**config.mk**
```make
export PLATFORM = sky130hd
export DESIGN_NAME = puf_calib_ctrl_flat
export DESIGN_NICKNAME = d
export VERILOG_FILES = /design/src/rtl/puf_pkg.sv /design/src/rtl/puf_calib_ctrl_if.sv /design/src/rtl/therm_enc.sv /design/src/rtl/puf_calib_ctrl.sv /design/src/flat_wrapper.sv
export SDC_FILE = /design/constraint.sdc
export NUM_CORES = 1
export LEC_CHECK = 0
export ABC_AREA = 1
export BUFFER_PORTS_ARGS = -buffer_cell sky130_fd_sc_hd__buf_2
export CAP_MARGIN = 5
export CORE_MARGIN = 4
export CORE_UTILIZATION = 56
export CTS_CLUSTER_DIAMETER = 150
export CTS_CLUSTER_SIZE = 40
export DETAILED_ROUTE_END_ITERATION = 12
export GPL_TIMING_DRIVEN = 0
export PLACE_DENSITY = 0.84
export SETUP_SLACK_MARGIN = 0.2
export SLEW_MARGIN = 20
export SYNTH_ARGS = -nofsm -noshare
export SYNTH_HDL_FRONTEND = slang
export SYNTH_SLANG_ARGS = --single-unit
```
**constraint.sdc**
```tcl
create_clock -name clk_1 -period 5.31 [get_ports clk_1]
set_input_delay 0.531 -clock clk_1 [delete_from_list [all_inputs] [get_ports clk_1]]
set_output_delay 0.531 -clock clk_1 [all_outputs]
set_load 0.02 [all_outputs]
```
**src/rtl/puf_pkg.sv**
```systemverilog
// Shared constants and FSM encoding for the PUF delay-line calibration controller.
package puf_pkg;

    localparam int PDL_CONFIG_WIDTH_DEF = 128;
    localparam int CHALLENGE_WIDTH_DEF  = 32;
    localparam int N_SAMPLES_DEF        = 64;
    localparam int TOL_DEF              = 4;
    localparam int DONE_TIMEOUT_DEF     = 255;
    // Sample and ones counters; N_SAMPLES is capped at 128 so they never wrap.
    localparam int CNT_W                = 8;

    typedef enum logic [2:0] {
        ST_IDLE,
        ST_SETUP,
        ST_TRIG,
        ST_WAIT,
        ST_EVAL,
        ST_FINISH
    } calib_state_e;

endpackage

```
**src/rtl/puf_calib_ctrl_if.sv**
```systemverilog
// Controller-to-PUF evaluation bus.
// Handshake: puf_trigger is a one-cycle request with puf_challenge already valid; the PUF answers
// with a one-cycle puf_done carrying puf_xor_response; only one evaluation is outstanding at a time.
interface puf_calib_ctrl_if
    import puf_pkg::*;
#(
    parameter int CHALLENGE_WIDTH = CHALLENGE_WIDTH_DEF
);
    logic                       puf_trigger;
    logic [CHALLENGE_WIDTH-1:0] puf_challenge;
    logic                       puf_done;
    logic                       puf_xor_response;

    modport master (
        output puf_trigger,
        output puf_challenge,
        input  puf_done,
        input  puf_xor_response
    );

    modport slave (
        input  puf_trigger,
        input  puf_challenge,
        output puf_done,
        output puf_xor_response
    );
endinterface

```
**src/rtl/therm_enc.sv**
```systemverilog
// Tap index to thermometer code: the low i_idx bits set, the rest clear.
module therm_enc
    import puf_pkg::*;
#(
    parameter int  WIDTH = PDL_CONFIG_WIDTH_DEF,
    localparam int IDX_W = $clog2(WIDTH + 1)
) (
    input  logic [IDX_W-1:0] i_idx,
    output logic [WIDTH-1:0] o_therm
);
    // A shift of WIDTH or more yields zero, so i_idx == WIDTH gives all ones.
    assign o_therm = ~({WIDTH{1'b1}} << i_idx);
endmodule

```
**src/rtl/puf_calib_ctrl.sv**
```systemverilog
// Sweeps the PDL tap setting upward until a tap gives a balanced PUF response
// (ones count within TOL of N_SAMPLES/2), or the sweep is exhausted / the PUF stops answering.
module puf_calib_ctrl
    import puf_pkg::*;
#(
    parameter int  PDL_CONFIG_WIDTH = PDL_CONFIG_WIDTH_DEF,
    parameter int  CHALLENGE_WIDTH  = CHALLENGE_WIDTH_DEF,
    parameter int  N_SAMPLES        = N_SAMPLES_DEF,
    parameter int  TOL              = TOL_DEF,
    parameter int  DONE_TIMEOUT     = DONE_TIMEOUT_DEF,
    localparam int TAP_W            = $clog2(PDL_CONFIG_WIDTH + 1)
) (
    input  logic                        clk_1,
    input  logic                        rst,
    input  logic                        start,
    input  logic [CHALLENGE_WIDTH-1:0]  chal_in,
    puf_calib_ctrl_if.master            puf,
    output logic [PDL_CONFIG_WIDTH-1:0] pdl_config,
    output logic                        busy,
    output logic                        calib_done,
    output logic                        calib_ok,
    output logic                        timeout_err,
    output logic [TAP_W-1:0]            locked_tap,
    output logic [7:0]                  last_ones,
    output calib_state_e                dbg_state
);
    localparam int WCNT_W = (DONE_TIMEOUT > 1) ? $clog2(DONE_TIMEOUT) : 1;
    localparam int HALF   = N_SAMPLES / 2;

    calib_state_e                r_state;
    calib_state_e                w_next;
    logic [TAP_W-1:0]            r_tap;
    logic [TAP_W-1:0]            r_locked;
    logic [CNT_W-1:0]            r_samples;
    logic [CNT_W-1:0]            r_ones;
    logic [CNT_W-1:0]            r_last;
    logic [WCNT_W-1:0]           r_wcnt;
    logic                        r_trig;
    logic                        r_done;
    logic                        r_ok;
    logic                        r_tmo;
    logic [CHALLENGE_WIDTH-1:0]  r_chal;
    logic [PDL_CONFIG_WIDTH-1:0] r_pdl;
    logic [PDL_CONFIG_WIDTH-1:0] w_therm;
    logic                        w_last_sample;
    logic                        w_wait_expired;
    logic                        w_last_tap;
    logic                        w_in_tol;
    int                          w_dev;

    therm_enc #(.WIDTH(PDL_CONFIG_WIDTH)) u_therm (
        .i_idx   (r_tap),
        .o_therm (w_therm)
    );

    assign w_last_sample  = (r_samples == CNT_W'(N_SAMPLES - 1));
    assign w_wait_expired = (r_wcnt == WCNT_W'(DONE_TIMEOUT - 1));
    assign w_last_tap     = (r_tap == TAP_W'(PDL_CONFIG_WIDTH));

    always_comb begin
        w_dev    = int'(r_ones) - HALF;
        w_in_tol = (w_dev <= TOL) && (w_dev >= -TOL);
    end

    always_ff @(posedge clk_1) begin
        if (rst) r_state <= ST_IDLE;
        else     r_state <= w_next;
    end

    always_comb begin
        w_next = r_state;
        case (r_state)
            ST_IDLE:   if (start) w_next = ST_SETUP;
            ST_SETUP:  w_next = ST_TRIG;
            ST_TRIG:   w_next = ST_WAIT;
            ST_WAIT: begin
                if (puf.puf_done)        w_next = w_last_sample ? ST_EVAL : ST_TRIG;
                else if (w_wait_expired) w_next = ST_FINISH;
            end
            ST_EVAL:   w_next = (w_in_tol || w_last_tap) ? ST_FINISH : ST_SETUP;
            ST_FINISH: w_next = ST_IDLE;
            default:   w_next = ST_IDLE;
        endcase
    end

    // The trigger is registered out of TRIG so the challenge latched there is valid alongside it.
    always_ff @(posedge clk_1) begin
        if (rst) begin
            r_tap     <= '0;
            r_locked  <= '0;
            r_samples <= '0;
            r_ones    <= '0;
            r_last    <= '0;
            r_wcnt    <= '0;
            r_trig    <= 1'b0;
            r_done    <= 1'b0;
            r_ok      <= 1'b0;
            r_tmo     <= 1'b0;
            r_chal    <= '0;
            r_pdl     <= '0;
        end else begin
            r_trig <= 1'b0;
            case (r_state)
                ST_IDLE: begin
                    if (start) begin
                        r_tap  <= '0;
                        r_done <= 1'b0;
                        r_ok   <= 1'b0;
                        r_tmo  <= 1'b0;
                    end
                end
                ST_SETUP: begin
                    r_pdl     <= w_therm;
                    r_samples <= '0;
                    r_ones    <= '0;
                end
                ST_TRIG: begin
                    r_chal <= chal_in;
                    r_trig <= 1'b1;
                    r_wcnt <= '0;
                end
                ST_WAIT: begin
                    if (puf.puf_done) begin
                        r_samples <= r_samples + 1'b1;
                        r_ones    <= r_ones + {{(CNT_W-1){1'b0}}, puf.puf_xor_response};
                    end else begin
                        r_wcnt <= r_wcnt + 1'b1;
                        if (w_wait_expired) begin
                            r_tmo <= 1'b1;
                            r_ok  <= 1'b0;
                        end
                    end
                end
                ST_EVAL: begin
                    r_last <= r_ones;
                    if (w_in_tol) begin
                        r_ok     <= 1'b1;
                        r_locked <= r_tap;
                    end else if (!w_last_tap) begin
                        r_tap <= r_tap + 1'b1;
                    end
                end
                ST_FINISH: r_done <= 1'b1;
                default: ;
            endcase
        end
    end

    assign puf.puf_trigger   = r_trig;
    assign puf.puf_challenge = r_chal;
    assign pdl_config        = r_pdl;
    assign busy              = (r_state != ST_IDLE);
    assign calib_done        = r_done;
    assign calib_ok          = r_ok;
    assign timeout_err       = r_tmo;
    assign locked_tap        = r_locked;
    assign last_ones         = r_last;
    assign dbg_state         = r_state;
endmodule

```
**src/flat_wrapper.sv**
```systemverilog
// flat-port wrapper written by rule: the top's interface ports become plain ports
module puf_calib_ctrl_flat import puf_pkg::*;
#(
    parameter int  PDL_CONFIG_WIDTH = PDL_CONFIG_WIDTH_DEF,
    parameter int  CHALLENGE_WIDTH  = CHALLENGE_WIDTH_DEF,
    parameter int  N_SAMPLES        = N_SAMPLES_DEF,
    parameter int  TOL              = TOL_DEF,
    parameter int  DONE_TIMEOUT     = DONE_TIMEOUT_DEF,
    localparam int TAP_W            = $clog2(PDL_CONFIG_WIDTH + 1)
)
  (clk_1, rst, start, chal_in, pdl_config, busy, calib_done, calib_ok, timeout_err, locked_tap, last_ones, dbg_state, puf_puf_trigger, puf_puf_challenge, puf_puf_done, puf_puf_xor_response);
  puf_calib_ctrl_if #(.CHALLENGE_WIDTH(CHALLENGE_WIDTH)) puf_i ();
  input  logic clk_1;
  input  logic rst;
  input  logic start;
  input  logic [CHALLENGE_WIDTH-1:0] chal_in;
  output logic [PDL_CONFIG_WIDTH-1:0] pdl_config;
  output logic busy;
  output logic calib_done;
  output logic calib_ok;
  output logic timeout_err;
  output logic [TAP_W-1:0] locked_tap;
  output logic [7:0] last_ones;
  output calib_state_e dbg_state;
  output wire logic [$bits(puf_i.puf_trigger)-1:0] puf_puf_trigger;
  output wire logic [$bits(puf_i.puf_challenge)-1:0] puf_puf_challenge;
  input wire logic [$bits(puf_i.puf_done)-1:0] puf_puf_done;
  input wire logic [$bits(puf_i.puf_xor_response)-1:0] puf_puf_xor_response;
  assign puf_puf_trigger = puf_i.puf_trigger;
  assign puf_puf_challenge = puf_i.puf_challenge;
  assign puf_i.puf_done = puf_puf_done;
  assign puf_i.puf_xor_response = puf_puf_xor_response;
  puf_calib_ctrl #(.PDL_CONFIG_WIDTH(PDL_CONFIG_WIDTH), .CHALLENGE_WIDTH(CHALLENGE_WIDTH), .N_SAMPLES(N_SAMPLES), .TOL(TOL), .DONE_TIMEOUT(DONE_TIMEOUT)) u_core (.clk_1(clk_1), .rst(rst), .start(start), .chal_in(chal_in), .puf(puf_i), .pdl_config(pdl_config), .busy(busy), .calib_done(calib_done), .calib_ok(calib_ok), .timeout_err(timeout_err), .locked_tap(locked_tap), .last_ones(last_ones), .dbg_state(dbg_state));
endmodule
```
==> summary.txt, run 1 <==
Logic synthesis
  • Synth Area in Adders: 1.65%
  • Synthesized area per cell: 7.94 µm²
  • Synth Area in Compound Gates: 20.5%
  • Unique masters post-synth: 36
  • Seq cells post-synth: 215
  • Mux share of post-synthesis cell area: 0%
  • Post-Synth XOR/XNOR Area: 0%
  • Post-synth EDFFs: 0
  • Cell Area, Synth: 8350 µm²
  • Simple-gate share of the synthesized area: 18.5%
  • Post-synth ARST share: 0%
  • Post-Syn Instances: 1,051
  • Synth Flop Type: dfxtp_1
  • Seq/Total Area, Yosys: 51.6%
  • Yosys warns: 0
  • Syn Nets: 1,099
  • Largest family of logic cells by synthesized area: compound AO/OA/AOI/OAI gates

Route
  • DRT Wirelength: 26,400 µm
  • First DRT Iteration DRCs: 976
  • Total number of vias: 8,303
  • # DRC: 0
  • Via density: 5.67
  • Wire per inst: 18.0 µm
  • Antenna Nets Post-Route: 0
  • DRT Pass-1 Iters: 6

Place
  • Placed insts: 1,455
  • Final GP Congestion: 0.971
  • # port buffers: 220
  • DP Wirelength: 20,000 µm

Power and ir drop
  • Logic pwr share: 33.9%
  • VDD IR max: 0.317 mV
  • PD cells: 424 nW/µm²
  • Internal power: 2.58 mW
  • Seq pwr share: 46.7%
  • Leakage power: 4.73 nW
  • Sw power: 1.64 mW
  • Clk pwr share: 19.4%
  • Sw Share: 38.9%

Die
  • IO Count: 221
  • Die width: 130 µm
  • Row count: 44
  • DIE HEIGHT: 130 µm
  • Initial Utilization: 57.2%
  • Core Area: 14,600 µm²
  • Die ar.: 16,900 µm²

Min path
  • Hold crit path type: input port to register
  • WHS Path Cells: 2

Clocking
  • Hold_buf cts: 0
  • CTS tree: yes
  • Clock-pin slew on the worst setup and hold paths: 0.14 ns
  • Longest Clk Path Bufs: 3
  • Total CTS buffers: 9
  • Skew-Pair Late Insertion Delay: 0.48 ns
  • Htree depth: 1
  • CTS Sinks: 215
  • # Post-CTS Setup Buffers: 0
  • Post-CTS Resized: 0
  • Clock root cell: clkbuf_16

STA
  • Final Cycle Share: 42.2%
  • Final setup vio count: 0
  • Worst slew margin: 48.7%
  • Clock skew: 0.0332 ns
  • Final Max Tran Viols: 0
  • Maximum clock rate: 446 MHz
  • Slew @ Worst Pin: 0.769 ns
  • Final setup TNS: 0 ns
  • Unrepaired setup endpoints after global routing: no
  • Final Hold Viols: 0
  • Final min period: 2.24 ns

Final layout
  • Sequential Area: 4300 µm²
  • Layout cells sized above 1: 22.3%
  • Area growth syn-to-layout: 19.0%
  • Fillcell total: 1,264
  • Post-route insts no fill: 1,465
  • Multi-input logic area: 3390 µm²
  • Ant. Diodes: 0
  • Final net count: 1,330

Job
  • Maximum Capacitance Violations: 0

Critical path
  • CP arrival: 2.65 ns
  • CP startpoint kind: register
  • R2R depth: 6
  • Worst Setup End Kind: register
  • Max FO, Critical Path: 5
  • WS Path Type: register to register
  • Crit path required time: 5.72 ns

GRT
  • Initial antenna violation count: 0
  • Pin count of the biggest net entering global routing: 41
  • First-pass GRT wire length: 39,700 µm
  • Total GRT Usage: 29.6%
  • Grt total ovfl: 0
  • Number of global-route vias before repair: 7,628

Outcome
  • Status: complete, no violations
## through the flow
step | hold WS, ns | area (µm²) | power (mW) | util [%] | setup slack, ns
3_3_place_gp | 0.427 | 9680 | 3.38 | 66.3 | 3.17
2_1_floorplan | 0.434 | 8350 | 2.91 | - | 3.60
3_5_place_dp | 0.434 | 9680 | 3.40 | 66.3 | 3.15
6_report | 0.261 | 9930 | 4.22 | 68.1 | 3.07
5_1_grt | 0.251 | 9930 | 4.42 | 68.1 | 2.89
4_1_cts | 0.253 | 9930 | 4.20 | 68.1 | 3.11
## state kept, by name (all words and copies together) (netlist names), 3 cells and up
name                      flops
u_core.dbg_state              3
u_core.last_ones              8
u_core.locked_tap             8
u_core.pdl_config           128
u_core.puf.puf_challenge     32
u_core.r_ones                 8
u_core.r_samples              8
u_core.r_tap                  8
u_core.r_wcnt                 8
## power groups by stage
stage / logic [mW] / clock network, mW / registers [mW]
finish: 1.43 / 0.817 / 1.97
global route: 1.54 / 0.879 / 1.99
CTS: 1.41 / 0.823 / 1.96
detailed placement: 1.40 / 0 / 1.99
global placement: 1.38 / 0 / 1.99
floorplan: 0.682 / 0 / 2.23
## kinds of logic (layout without fill, tap and decap cells)
family	Yosys count	in the layout
fa+ha+maj	11	11
simple gates	365	365
buf+inv	162	392
flops	215	215
compound gates	298	298
## worst max-delay path, cell delays in order, from the launching register on
cell     delay, ns
dfxtp_1       0.43
ha_1          0.28
inv_1         0.09
ha_1          0.30
o21ai_0       0.64
nand3_1       0.25
a31oi_1       0.17
## final cells by class
cell class              instances  area share, %
well taps                     184           2.32
repair buffers                220           11.1
multi-input cells             674           34.1
flip-flops and latches        215           43.3
clock inverters                 1          0.302
clock buffers                   9           2.27
inverters                     107           4.04
plain buffers                  55           2.53
## cells in the mapped netlist, types with 3 or more instances
master	number	area share (%)
dfxtp_1	215	52
nand2_1	196	8.8
o21ai_0	136	8.2
nor2_1	106	4.8
inv_1	98	4.4
a21oi_1	86	5.2
a22o_1	33	3.5
buf_2	26	1.6
nand3_1	25	1.5
clkbuf_1	24	1.1
nor3_1	12	0.72
a31oi_1	11	0.82
ha_1	11	1.6
o21ai_1	9	0.54
a221oi_1	8	0.84
nand4_1	8	0.60
inv_2	7	0.31
nor2_2	6	0.45
o211ai_1	4	0.36
buf_4	3	0.27
nand3_2	3	0.36
nor2_4	3	0.40
o221ai_1	3	0.31
## path summary, 6_finish.rpt
check / from / endpoint / slack, ns
worst max register to register: u_core.r_tap[1] / u_core.pdl_config[50] / 3.07
worst min-delay path: chal_in[15] / u_core.puf.puf_challenge[15] / 0.26
worst min register to register: u_core.locked_tap[4] / u_core.locked_tap[4] / 0.45
worst max-delay path: u_core.r_tap[1] / u_core.pdl_config[50] / 3.07
## layer usage
metal | vias up | GRT usage [%] | wire length, µm
met2 | 497 | 47.6 | 11800
met4 | 0 | 10.8 | 1030
met3 | 82 | 7.65 | 3480
li1 | 3932 | - | -
met1 | 3792 | 38.7 | 10100
met5 | - | 0 | 0
## layout by cell type (no fill, tap or decap), types with 2 or more instances in the layout
master     instances
buf_2            246
dfxtp_1          215
nand2_1          196
o21ai_0          136
nor2_1           106
inv_1             98
a21oi_1           86
a22o_1            33
nand3_1           25
clkbuf_1          24
nor3_1            12
a31oi_1           11
ha_1              11
o21ai_1            9
clkbuf_16          9
nand4_1            8
a221oi_1           8
inv_2              7
nor2_2             6
o211ai_1           4
buf_4              3
nand3_2            3
nor2_4             3
o221ai_1           3
nand3_4            2
clkinv_1           2
nand4_2            2
o21bai_1           2
a32o_1             2
Power figures use the tool's default switching activity.
==> run 2, diff against run 1 <==
--- a/config.mk
+++ b/config.mk
@@ -5,16 +5,16 @@
 export SDC_FILE = /design/constraint.sdc
 export NUM_CORES = 1
 export LEC_CHECK = 0
-export ABC_AREA = 1
+export ABC_AREA = 0
 export BUFFER_PORTS_ARGS = -buffer_cell sky130_fd_sc_hd__buf_2
 export CAP_MARGIN = 5
 export CORE_MARGIN = 4
-export CORE_UTILIZATION = 56
+export CORE_UTILIZATION = 47
 export CTS_CLUSTER_DIAMETER = 150
 export CTS_CLUSTER_SIZE = 40
 export DETAILED_ROUTE_END_ITERATION = 12
 export GPL_TIMING_DRIVEN = 0
-export PLACE_DENSITY = 0.84
+export PLACE_DENSITY = 0.75
 export SETUP_SLACK_MARGIN = 0.2
 export SLEW_MARGIN = 20
 export SYNTH_ARGS = -nofsm -noshare
==> constraint.sdc (replaced) <==
create_clock -name clk_1 -period 2 [get_ports clk_1]
set_input_delay 0.2 -clock clk_1 [delete_from_list [all_inputs] [get_ports clk_1]]
set_output_delay 0.2 -clock clk_1 [all_outputs]
set_load 0.02 [all_outputs]
==> run 2 against run 1 <==
Power increased by 90%. Setup slack got worse by 3.0 ns. Sequential share of layout area decreased by 3.9 points. Sequential power increased by 130%. Critical path depth increased by 1. Clock-buffer cell count increased by 1. Global-route usage decreased by 4.0 points. Sequential cell count unchanged. Critical path type unchanged. Highest routed layer unchanged.
==> summary.txt, run 2 <==
Outcome
  • Status: complete, no violations

Die
  • IO Count: 221 (unchanged)
  • Die ar.: 20,000 µm² (+18%)
  • Initial Utilization: 48.2% (-9.0 points)
  • Core Area: 17,400 µm² (+19%)
  • Row count: 48 (+9.1%)
  • Die width: 141 µm (+8.7%)
  • DIE HEIGHT: 141 µm (+8.7%)

Logic synthesis
  • Seq/Total Area, Yosys: 51.4% (-0.15 points)
  • Post-Syn Instances: 997 (-5.1%)
  • Synth cell count leaders: dfxtp_1 (215), nand2_1 (161), nor2_1 (135)
  • Share of the synthesized area in the top cell type: 51.4% (-0.15 points)
  • Synth area leader: dfxtp_1
  • Seq cells post-synth: 215 (unchanged)
  • Cell Area, Synth: 8370 µm² (+0.28%)
  • Synth Flop Type: dfxtp_1
  • Synth area leaders: dfxtp_1 (51%), nand2_1 (7.2%), a21oi_1 (6.5%)
  • Post-synth EDFFs: 0 (unchanged)
  • Most frequent cell after synthesis: dfxtp_1
  • Post-synth ARST share: 0% (unchanged)
  • Syn Nets: 1,045 (-4.9%)
  • Synthesized area per cell: 8.40 µm² (+5.7%)
  • Unique masters post-synth: 59 (+64%)
  • Yosys warns: 0 (unchanged)

Place
  • Dpl ws: -0.207 ns (-3.35 ns)
  • # port buffers: 219 (-0.45%)
  • Final GP Congestion: 0.965 (-0.62%)
  • Placed insts: 1,441 (-0.96%)
  • DP Wirelength: 19,100 µm (-4.5%)

STA
  • Clock skew: 0.0374 ns (+0.00428 ns)
  • Final setup vio count: 0 (unchanged)
  • Final Cycle Share: 94.9% (+53 points)
  • Fin Hold WS: 0.102 ns (-0.160 ns)
  • Maximum clock rate: 527 MHz (+18%)
  • Worst slew margin: 48.8% (about the same)
  • Slew @ Worst Pin: 0.768 ns (-0.000630 ns)
  • Final Max Tran Viols: 0 (unchanged)
  • Final Hold Viols: 0 (unchanged)
  • Final min period: 1.90 ns (-0.343 ns)
  • Final setup TNS: 0 ns (unchanged)
  • Final worst slack: 0.103 ns (-2.97 ns)
  • Unrepaired setup endpoints after global routing: yes

Route
  • DRT Wirelength: 27,000 µm (+2.3%)
  • DRT Pass-1 Iters: 5 (-1)
  • Antenna Nets Post-Route: 0 (unchanged)
  • Total number of vias: 8,286 (-0.20%)
  • Via density: 5.48 (-3.2%)
  • # DRC: 0 (unchanged)
  • Wire per inst: 17.9 µm (-0.80%)
  • First DRT Iteration DRCs: 669 (-31%)

Critical path
  • CP startpoint kind: register
  • Max FO, Critical Path: 10 (+5)
  • Cell Chain, Critical Path: buf_2, nor4b_4, a311oi_4, o31ai_4, buf_4, or3_1, a21oi_1
  • CP max stage cell: a311oi_4
  • CP arrival: 2.32 ns (-0.33 ns)
  • Crit path required time: 2.42 ns (-3.30 ns)
  • Worst Setup End Kind: register
  • WS Path Type: register to register
  • Crit path max-delay family: compound AO/OA/AOI/OAI gates
  • Crit path largest cell delay: 0.37 ns (-0.27 ns)
  • Buffer and inverter count on the worst path: 2 (+1)

Final layout
  • Post-route insts no fill: 1,511 (+3.1%)
  • Fillcell total: 1,507 (+19%)
  • Final design utilization: 63.2% (-4.9 points)
  • Layout cells sized above 1: 29.4% (+7.1 points)
  • Final net count: 1,334 (+0.30%)
  • Max FFs per register: 128 (unchanged)
  • Most common cell after layout, fill and taps aside: buf_2
  • Ant. Diodes: 0 (unchanged)
  • Area growth syn-to-layout: 31.1%
  • Commonest non-fill, non-tap cells in the layout: buf_2 (232), dfxtp_1 (207), nand2_1 (158)

Power and ir drop
  • PD cells: 729 nW/µm² (+72%)
  • Leakage power: 4.95 nW (+4.6%)
  • Clk pwr share: 27.9% (+8.5 points)
  • Sw power: 2.25 mW (+37%)
  • Internal power: 5.75 mW (+120%)
  • Logic pwr share: 15.2% (-19 points)
  • VDD IR max: 0.649 mV (+100%)
  • Sw Share: 28.1% (-11 points)
  • Seq pwr share: 57.0% (+10 points)

Clocking
  • CTS Sinks: 215 (unchanged)
  • Total CTS buffers: 9 (unchanged)
  • Clock-pin slew on the worst setup and hold paths: 0.15 ns (about the same)
  • Htree depth: 1 (unchanged)
  • Skew-Pair Late Insertion Delay: 0.48 ns (about the same)
  • CTS tree: yes
  • Clock root cell: clkbuf_16
  • Longest Clk Path Bufs: 3 (unchanged)

GRT
  • Grt total ovfl: 0 (unchanged)
  • Initial antenna violation count: 0 (unchanged)
  • Pin count of the biggest net entering global routing: 42 (+2.4%)
  • First-pass GRT wire length: 41,900 µm (+5.5%)
  • Number of global-route vias before repair: 7,875 (+3.2%)
  • Total GRT Usage: 25.6% (-4.0 points)

Min path
  • Hold crit path type: input port to register

Job
  • Maximum Capacitance Violations: 0 (unchanged)
## run 2: cell types whose count changed in the layout (fill, tap and decap cells not counted), sizes merged, moves of 25 or more
cell / before / now
nand2: 197 / 161
clkbuf: 34 / 61
dlygate4sd3: 0 / 32
o21ai: 145 / 44
inv: 105 / 13
a211oi: 1 / 27
nor3: 12 / 37
## run 2: kinds of logic (layout without fill, tap and decap cells)
| family | after synthesis | after routing | share of synthesized area, % |
|---|---|---|---|
| flip-flops | 215 | 215 | 51.4 |
| AO/OA/AOI/OAI | 244 | 244 | 17.7 |
| XOR/XNOR | 18 | 18 | 1.88 |
| adder cells (fa/ha/maj) | 11 | 11 | 1.64 |
| multiplexers | 9 | 9 | 1.09 |
| buffers and inverters | 91 | 380 | 4.42 |
| AND/OR/NAND/NOR | 409 | 409 | 21.8 |
## run 2: area by class of cell
type                    count  area, µm²  share of cell area [%]
repair buffers            278       1630                    14.9
inverters                  13       53.8                   0.490
clock buffers              10        229                    2.09
flip-flops and latches    215       4320                    39.4
plain buffers              78        438                    3.99
multi-input cells         691       3980                    36.3
well taps                 225        282                    2.57
clock inverters             1       30.0                   0.274
## run 2: what timing repair did
action | in CTS | in global routing
setup buffers | 16 | 9
resized for setup | 66 | 89
setup endpoints to repair | 178 | 166
endpoints found under the hold margin | 32 | 0
hold buffers | 32 | 0
pin swaps | 16 | 12
gates cloned | 2 | 0
## run 2: worst min-delay path: stages
cell,delay [ns]
buf_2,0.08
ha_1,0.11
nand2_1,0.04
a21oi_1,0.12
## run 2: metrics by stage
stage                     area, µm²  total power, mW
final                         11000             8.00
after global routing          11000             8.28
after CTS                     10700             7.96
after detailed placement       9830             5.71
after global placement         9830             5.70
after floorplan                8450             5.32
## run 2: power groups by stage
stage	registers [mW]	clock network [mW]	logic (mW)
global route	4.58	2.39	1.32
CTS	4.55	2.25	1.16
finish	4.56	2.23	1.21
global placement	4.64	0	1.05
detailed placement	4.65	0	1.07
floorplan	4.84	0	0.482
## run 2: per-layer routing
metal	global-route usage, %	up-vias	share of wire (%)
met5	0	-	0
met4	8.13	0	3.0
li1	-	3958	-
met2	43.3	348	48
met3	4.92	57	8.2
met1	33.3	3923	41
## run 2: worst paths after layout
check,start,slack [ns],depth (start not counted),to
setup / recovery,u_core.r_tap[7],0.10,7,u_core.r_tap[5]
hold / removal,puf_puf_xor_response,0.10,4,u_core.r_ones[0]
setup reg to reg,u_core.r_tap[7],0.10,7,u_core.r_tap[5]
hold reg to reg,u_core.pdl_config[41],0.45,2,u_core.pdl_config[41]
